### src/rtl/qam_mapper.sv
// ---------------------------------------------------------------------------
// qam_mapper
//   Serialises a DATA_W-bit input word (LSB first) into BPSK / QPSK / 16QAM /
//   64QAM constellation symbols. Each axis is mapped to an odd multiple of
//   D = 2^(IQ_W-4): level = (2m - (L-1)) * D.
//
//   Ports
//     clk      in   clock, rising edge
//     rst      in   synchronous, active-high reset
//     s_data   in   [DATA_W-1:0] input word, sent LSB first
//     s_valid  in   s_data valid
//     s_ready  out  word accepted this cycle when s_valid is also high
//     mode     in   [1:0] 0=BPSK 1=QPSK 2=16QAM 3=64QAM (latched per word)
//     m_i      out  signed [IQ_W-1:0] in-phase sample
//     m_q      out  signed [IQ_W-1:0] quadrature sample
//     m_valid  out  symbol valid
//     m_ready  in   downstream accepts symbol
//     m_last   out  final symbol of the current word
//     error    out  sticky: mode input changed while a word was in flight
//
//   Build option
//     GRAY_MAP_EN  when defined, the axis bits are Gray coded (the axis index
//                  is the Gray-to-binary of the bits); otherwise natural binary.
// ---------------------------------------------------------------------------
module qam_mapper #(
  parameter int DATA_W = 32,
  parameter int IQ_W   = 16
) (
  input  logic                   clk,
  input  logic                   rst,
  input  logic [DATA_W-1:0]      s_data,
  input  logic                   s_valid,
  output logic                   s_ready,
  input  logic [1:0]             mode,
  output logic signed [IQ_W-1:0] m_i,
  output logic signed [IQ_W-1:0] m_q,
  output logic                   m_valid,
  input  logic                   m_ready,
  output logic                   m_last,
  output logic                   error
);

  localparam int CNT_W = $clog2(DATA_W + 1);

  typedef enum logic {IDLE, SHIFT} state_t;

  state_t              state_q;
  logic [DATA_W-1:0]   sh_q;
  logic [1:0]          mode_q;
  logic [CNT_W-1:0]    cnt_q;
  logic                error_q;

  logic                accept;
  logic                adv;
  logic signed [IQ_W-1:0] i_lvl;
  logic signed [IQ_W-1:0] q_lvl;

  // Symbols per word, ceil(DATA_W / k).
  function automatic logic [CNT_W-1:0] n_sym(input logic [1:0] md);
    logic [CNT_W-1:0] n;
    case (md)
      2'd0:    n = CNT_W'(DATA_W);
      2'd1:    n = CNT_W'((DATA_W + 1) / 2);
      2'd2:    n = CNT_W'((DATA_W + 3) / 4);
      default: n = CNT_W'((DATA_W + 5) / 6);
    endcase
    return n;
  endfunction

  // Bits consumed per symbol.
  function automatic logic [2:0] bits_per_sym(input logic [1:0] md);
    logic [2:0] k;
    case (md)
      2'd0:    k = 3'd1;
      2'd1:    k = 3'd2;
      2'd2:    k = 3'd4;
      default: k = 3'd6;
    endcase
    return k;
  endfunction

  // One axis level from up to 3 axis bits (unused upper bits are zero) and
  // the number of bits per axis nb (1..3, L = 2^nb).
  function automatic logic signed [IQ_W-1:0] level(input logic [2:0] g,
                                                    input logic [1:0] nb);
    logic [2:0]             m;
    logic [3:0]             l;
    logic [3:0]             lm1;
    logic signed [4:0]      t;
    logic signed [IQ_W-1:0] v;
`ifdef GRAY_MAP_EN
    // Prefix XOR from the MSB; zero upper bits make this valid for any nb.
    m = {g[2], g[2] ^ g[1], g[2] ^ g[1] ^ g[0]};
`else
    m = g;
`endif
    l   = 4'd1 << nb;
    lm1 = l - 4'd1;
    t   = $signed({1'b0, m, 1'b0}) - $signed({1'b0, lm1});
    v   = {{(IQ_W-5){t[4]}}, t};
    return v <<< (IQ_W - 4);
  endfunction

  assign m_valid = (state_q == SHIFT);
  assign m_last  = m_valid && (cnt_q == CNT_W'(1));
  assign s_ready = !m_valid || (m_last && m_ready);
  assign accept  = s_valid && s_ready;
  assign adv     = m_valid && m_ready;
  assign error   = error_q;

  always_comb begin
    i_lvl = '0;
    q_lvl = '0;
    case (mode_q)
      2'd0: begin
        i_lvl = level({2'b00, sh_q[0]}, 2'd1);
      end
      2'd1: begin
        i_lvl = level({2'b00, sh_q[0]}, 2'd1);
        q_lvl = level({2'b00, sh_q[1]}, 2'd1);
      end
      2'd2: begin
        i_lvl = level({1'b0, sh_q[1:0]}, 2'd2);
        q_lvl = level({1'b0, sh_q[3:2]}, 2'd2);
      end
      default: begin
        i_lvl = level(sh_q[2:0], 2'd3);
        q_lvl = level(sh_q[5:3], 2'd3);
      end
    endcase
  end

  // Outputs are zero whenever no symbol is being presented.
  assign m_i = m_valid ? i_lvl : '0;
  assign m_q = m_valid ? q_lvl : '0;

  always_ff @(posedge clk) begin
    if (rst) begin
      state_q <= IDLE;
      sh_q    <= '0;
      mode_q  <= 2'd0;
      cnt_q   <= '0;
      error_q <= 1'b0;
    end else begin
      if (accept) begin
        // Also covers a new word taken on the last-symbol handshake.
        state_q <= SHIFT;
        sh_q    <= s_data;
        mode_q  <= mode;
        cnt_q   <= n_sym(mode);
      end else if (adv) begin
        sh_q  <= sh_q >> bits_per_sym(mode_q);
        cnt_q <= cnt_q - CNT_W'(1);
        if (cnt_q == CNT_W'(1)) begin
          state_q <= IDLE;
        end
      end
      // A mode presented with a newly accepted word is that word's mode, so
      // it is not a mid-word change.
      if (m_valid && !accept && (mode != mode_q)) begin
        error_q <= 1'b1;
      end
    end
  end

endmodule

### config.mk
export PLATFORM = sky130hd
export DESIGN_NAME = qam_mapper
export DESIGN_NICKNAME = d
export VERILOG_FILES = /design/src/rtl/qam_mapper.sv
export SDC_FILE = /design/constraint.sdc
export NUM_CORES = 1
export LEC_CHECK = 0
export BUFFER_PORTS_ARGS = -buffer_cell sky130_fd_sc_hd__buf_4
export CORE_UTILIZATION = 54
export DETAILED_ROUTE_END_ITERATION = 16
export PLACE_DENSITY = 0.81
export SYNTH_ARGS = -nofsm -noshare
export SYNTH_HDL_FRONTEND = slang
export SYNTH_SLANG_ARGS = --single-unit
### constraint.sdc
create_clock -name clk -period 2.3 [get_ports clk]
set_input_delay 0.23 -clock clk [delete_from_list [all_inputs] [get_ports clk]]
set_output_delay 0.23 -clock clk [all_outputs]
set_load 0.1 [all_outputs]
After elaboration in Yosys (flattened, before gate mapping). Index checks and enable logic that the tools add are counted.

Register bits after elaboration: 42. Input port bits: 38. Output and inout bits: 36. Word-level logic and storage cells: 50.

Add/subtract/negate cells: 7. Equal/unequal tests: 6. Shift-type cells: 1. Multiplexer cells: 16. Reduce and logical (&&, ||, !) cells: 15.

Operators with widths (count): $mux W32 (2); $pmux W16 S3 (1); $mux W16 (2); $pmux W16 S2 (1); $shr A32 B3 Y32 (1); $pmux W6 S3 (1); $mux W6 (2); $mux W3 (3); $pmux W3 S3 (1); $sub A3 B2 Y4 const B (2); $sub A4 B3 Y4 const B (2); $eq A6 B1 Y1 const B (1); $logic_and A1 B1 Y1 (6); $sub A2 B1 Y3 const B (2); $sub A6 B1 Y6 const B (1); $eq A2 B1 Y1 const B (2); $eq A2 B2 Y1 const B (2); $logic_not A2 Y1 (2); $reduce_bool A2 Y1 (2); $mux W1 (3); $logic_not A1 Y1 (2); $ne A2 B2 Y1 (1); $reduce_and A2 Y1 (1); $reduce_or A2 Y1 (1); $logic_or A1 B1 Y1 (1).

Logic depth before layout (Yosys ltp).
Depth in word-level cells: 10. Depth in mapped cells: 7. Mapped depth without buffers: 6.

Least setup slack after synthesis. OpenSTA, ideal clock, no wires.

Path type: register to register. From: reg cnt_q[0]. To: reg state_q (netlist: m_valid). Setup time: 0.270 ns. Arrival time: 4.303 ns. Data required time: 2.030 ns. Path slack: -2.273 ns. Stages on the path, launching flop included: 5. Buffers on the path: 0. Clock period less this slack: 4.573 ns. Cells stage by stage: dfxtp_1 -> ha_1 -> or3b_1 -> o41ai_1 -> a21oi_1.

Longest elaborated chain between the ends: 7. Elaborated cells on any way between the ends: 9. Classes of those cells: eq/ne (1); mux (1); reduce/logical (7).

RTL lines: start: declaration (line 50) `logic [CNT_W-1:0] cnt_q;`; start signal: assignment (line 150) `cnt_q <= n_sym(mode);`; start signal: assignment (line 153) `cnt_q <= cnt_q - CNT_W'(1);`; $eq A6 B1 Y1 * (line 105) `assign m_last = m_valid && (cnt_q == CNT_W'(1));`; $logic_and A1 B1 Y1 * (line 105); $logic_and A1 B1 Y1 * (line 106) `assign s_ready = !m_valid || (m_last && m_ready);`; $logic_or A1 B1 Y1 * (line 106); via s_ready (line 33) `output logic s_ready,`; $logic_and A1 B1 Y1 * (line 107) `assign accept = s_valid && s_ready;`; $reduce_bool A2 Y1 (no source line); $reduce_and A2 Y1 (no source line); end signal: assignment (line 139) `state_q <= IDLE;`; end signal: assignment (line 147) `state_q <= SHIFT;`; end signal: assignment (line 155) `state_q <= IDLE;`; end: declaration (line 47) `state_t state_q;`.

The timed path passes the listed nets; every way through them passes the cells marked *. A chain may end at the register's enable or synchronous reset.

Final worst setup path.
From: reg cnt_q[1]. To: out s_ready.

Longest elaborated chain between the ends: 4.

RTL lines (line): $eq A6 B1 Y1 (105); $logic_and A1 B1 Y1 (105); $logic_and A1 B1 Y1 (106); $logic_or A1 B1 Y1 (106); end: declaration (33).

Every way passes these cells.

==> metrics.md <==
| Metric | Value |
|---|---|
| CP required | 2.07 ns |
| Final Cell Area | 3540 um^2 |
| Main combinational cell family by area after synthesis | multiplexers |
| Rows | 26 |
| Reg2Reg Setup Slack | 0.15 ns |
| CTS root buf | clkbuf_8 |
| CTS buffer count | 5 |
| CTS sink cnt | 42 |
| Register area share after synthesis | 27.7% |
| R2R depth | 6 |
| # Max-Cap Violations | 0 |
| Tot Pwr | 0.00214 W |
| XOR/XNOR share of the synthesized area | 0.865% |
| Post-CTS resize count | 0 |
| Post-DP Area | 3450 um^2 |
| Worst Setup End Kind | primary output |
| Post-synthesis mux area share | 21.8% |
| Fin. Hold Viols | 0 |
| Antenna Nets Post-Route | 0 |
| Hold Path Cell Cnt | 2 |
| Dominant synthesized flop cell | dfxtp_1 |
| Via Count | 2395 |
| Final Non-Filler Cells | 406 |
| Area Growth Syn to Fin | 16.7% |
| Slew Viols, Final | 0 |
| Vias in the first global route | 2206 |
| Port buffer count | 49 |
| Diode count | 0 |
| Largest net degree at the start of global routing | 30 |
| WHS | 0.145 ns |
| Tcrit/Tclk final | 94.8% |
| Max Freq | 458 MHz |
| Post-Synth Simple-Gate Area | 18.7% |
| I/O pins | 74 |
| Worst hold start | s_data[6] |
| PD cells | 605 nW/um^2 |
| Static leakage | 1.37 nW |
| RR Endpoint | sh_q[12]$_SDFFE_PP0P_ |
| Flops & latches, synth | 42 |
| DIE WIDTH | 77.0 um |
| Post-CTS setup buffers | 0 |
| Status | completed |
| CTS clock-pin slew for the worst setup and hold paths | 0.08 ns |
| Tmin final | 2.18 ns |
| Nets@finish | 375 |
| Die ar. | 5930 um^2 |
| Hold WC Path Type | in -> reg |
| Die H | 77.0 um |
| Synthesized instance count | 294 |
| Hold buffers post-CTS | 0 |
| Max H-tree Level | 2 |
| Initial antenna violation count | 0 |
| Share of cells above drive strength 1 | 35.1% |
| Core area | 5270 um^2 |
| Worst path arrival time | 1.95 ns |
| Grt total ovfl | 0 |
| Number of synthesized flops with an enable pin | 0 |
| Unique masters post-synth | 54 |
| Critical Path Start Type | flip-flop |
| Synth Area per Inst | 10.3 um^2 |
| DRC viols | 0 |
| Yosys warnings | 0 |
| Routability cong. | 0.893 |
| Least-Margin Pin Slew | 1.09 ns |
| Global Route Usage Sum | 23.1% |
| Wire per inst | 16.4 um |
| Starting Density | 57.6% |
| Most frequent cell after synthesis | dfxtp_1 |
| Final setup vio count | 0 |
| Async SR Flop Fraction | 0% |
| Synth Area in Adders | 0.824% |
| Most instantiated cells after synthesis | dfxtp_1 (42), and2_1 (31), a221o_1 (28), buf_4 (26), mux4_2 (26) |
| Synth Area in Compound Gates | 19.4% |
| CP Class | reg -> out |
| Vias per std cell | 5.90 |
| Worst skew pair latency | 0.30 ns |
| Placed cell count | 398 |
| Reg-to-reg critical path startpoint | cnt_q[1]$_SDFFE_PP0P_ |
| CP Max Fanout | 5 |
| Drt total wl | 6.68 mm |
| Hold Path Sink | sh_q[6]$_SDFFE_PP0P_ |
| Post-synth top area share | 27.7% |
| Yosys top cell by area | dfxtp_1 |
| RSZ-0062 raised after global routing | false |
| Post-route setup TNS | 0 ns |
| Synth Cell Area | 3040 um^2 |
| First-pass GRT wire length | 11.0 mm |
| Clk_skew | 0.00694 ns |
| Router iterations before antenna repair | 4 |
| CTS tree | yes |
| # fillers | 408 |
| Synth top area cells | dfxtp_1 (28%), mux4_2 (19%), a221o_1 (9.2%), buf_4 (6.4%), and2_1 (6.4%) |
| Drt first-iter violations | 129 |
| Post-DP HPWL | 4.61 mm |
| Headroom to the max-slew limit | 27.3% |
| Maximum vdd drop | 0.000295 V |
| Max Buffers Root-to-Sink | 2 |
==> flip-flops by register name, indices dropped and copies added, names as in the netlist <==
name and flops:
cnt_q 6, error 1, m_valid 1, mode_q 2
sh_q 32
==> per-layer routing <==
metal	vias up	track usage [%]	wire length (um)
met2	65	38.1	3370
li1	1159	-	-
met1	1164	31.3	2960
met5	-	0	0
met4	0	6.23	58
met3	7	3.81	282
==> worst max-delay path: stages, from the launching register on <==
cell and delay, ns:
dfxtp_2 0.35, inv_2 0.07, ha_4 0.13, or3b_4 0.43, o41ai_4 0.33, buf_4 0.35
==> cell families (layout without fill, tap and decap cells) <==
group           after synthesis  after routing
compound gates               71             71
xor+xnor                      3              3
fa+ha+maj                     2              2
buf+inv                      51             70
flops                        42             42
mux                          33             33
other cells                   1             24
simple gates                 91             91
==> cell type report <==
cell class	count	area (um^2)	share of cell area, %
repair buffers	57	453	12.8
flip-flops and latches	42	848	23.9
inverters	5	18.8	0.529
well taps	70	87.6	2.47
clock buffers	7	86.3	2.44
multi-input cells	224	2050	57.7
clock inverters	1	5.00	0.141
==> how the worst max path moves through the flow <==
stage	start	endpoint	slack [ns]	cells after the start
after floorplan	cnt_q[1]$_SDFFE_PP0P_	m_valid$_SDFFE_PP0P_	-0.10	5
after global placement	cnt_q[1]$_SDFFE_PP0P_	sh_q[13]$_SDFFE_PP0P_	0.23	6
after detailed placement	cnt_q[1]$_SDFFE_PP0P_	sh_q[3]$_SDFFE_PP0P_	0.14	6
after CTS	cnt_q[1]$_SDFFE_PP0P_	s_ready	0.11	5
after global routing	cnt_q[1]$_SDFFE_PP0P_	sh_q[12]$_SDFFE_PP0P_	0.02	6
final	cnt_q[1]$_SDFFE_PP0P_	s_ready	0.12	5
==> where the power goes <==
part	internal, W	leakage (nW)	switching [W]
Combinational	0.000279	0.971	0.000495
Clock	0.000242	0.0482	0.000262
Sequential	0.000787	0.347	0.0000795
==> metrics by stage <==
step | utilization, % | setup WS (ns)
finish | 67.3 | 0.119
CTS | 67.3 | 0.112
floorplan | - | -0.102
global placement | 65.5 | 0.228
detailed placement | 65.5 | 0.138
global route | 67.3 | 0.0239
==> placed cells by master (no fill, tap or decap), types with 2 or more instances in the layout <==
cell type  count
and2_1        30
conb_1        24
nor2b_4        3
inv_1          4
nor3_1         3
o22ai_1        2
dfxtp_1       38
nand2b_1       3
a311oi_1       4
a221o_1       28
nor2b_1        4
clkbuf_8       6
nand3_1        3
dfxtp_2        3
a21oi_1       12
nand2_1       14
mux2i_1        6
a21boi_4       2
mux4_2        26
o21ai_0        6
nor2_4         2
or3_1          2
nor2_1        13
buf_12         2
a22oi_1        2
a31oi_1        2
buf_4         55
xnor2_1        3
No activity file was read; power rests on OpenSTA's default activity.
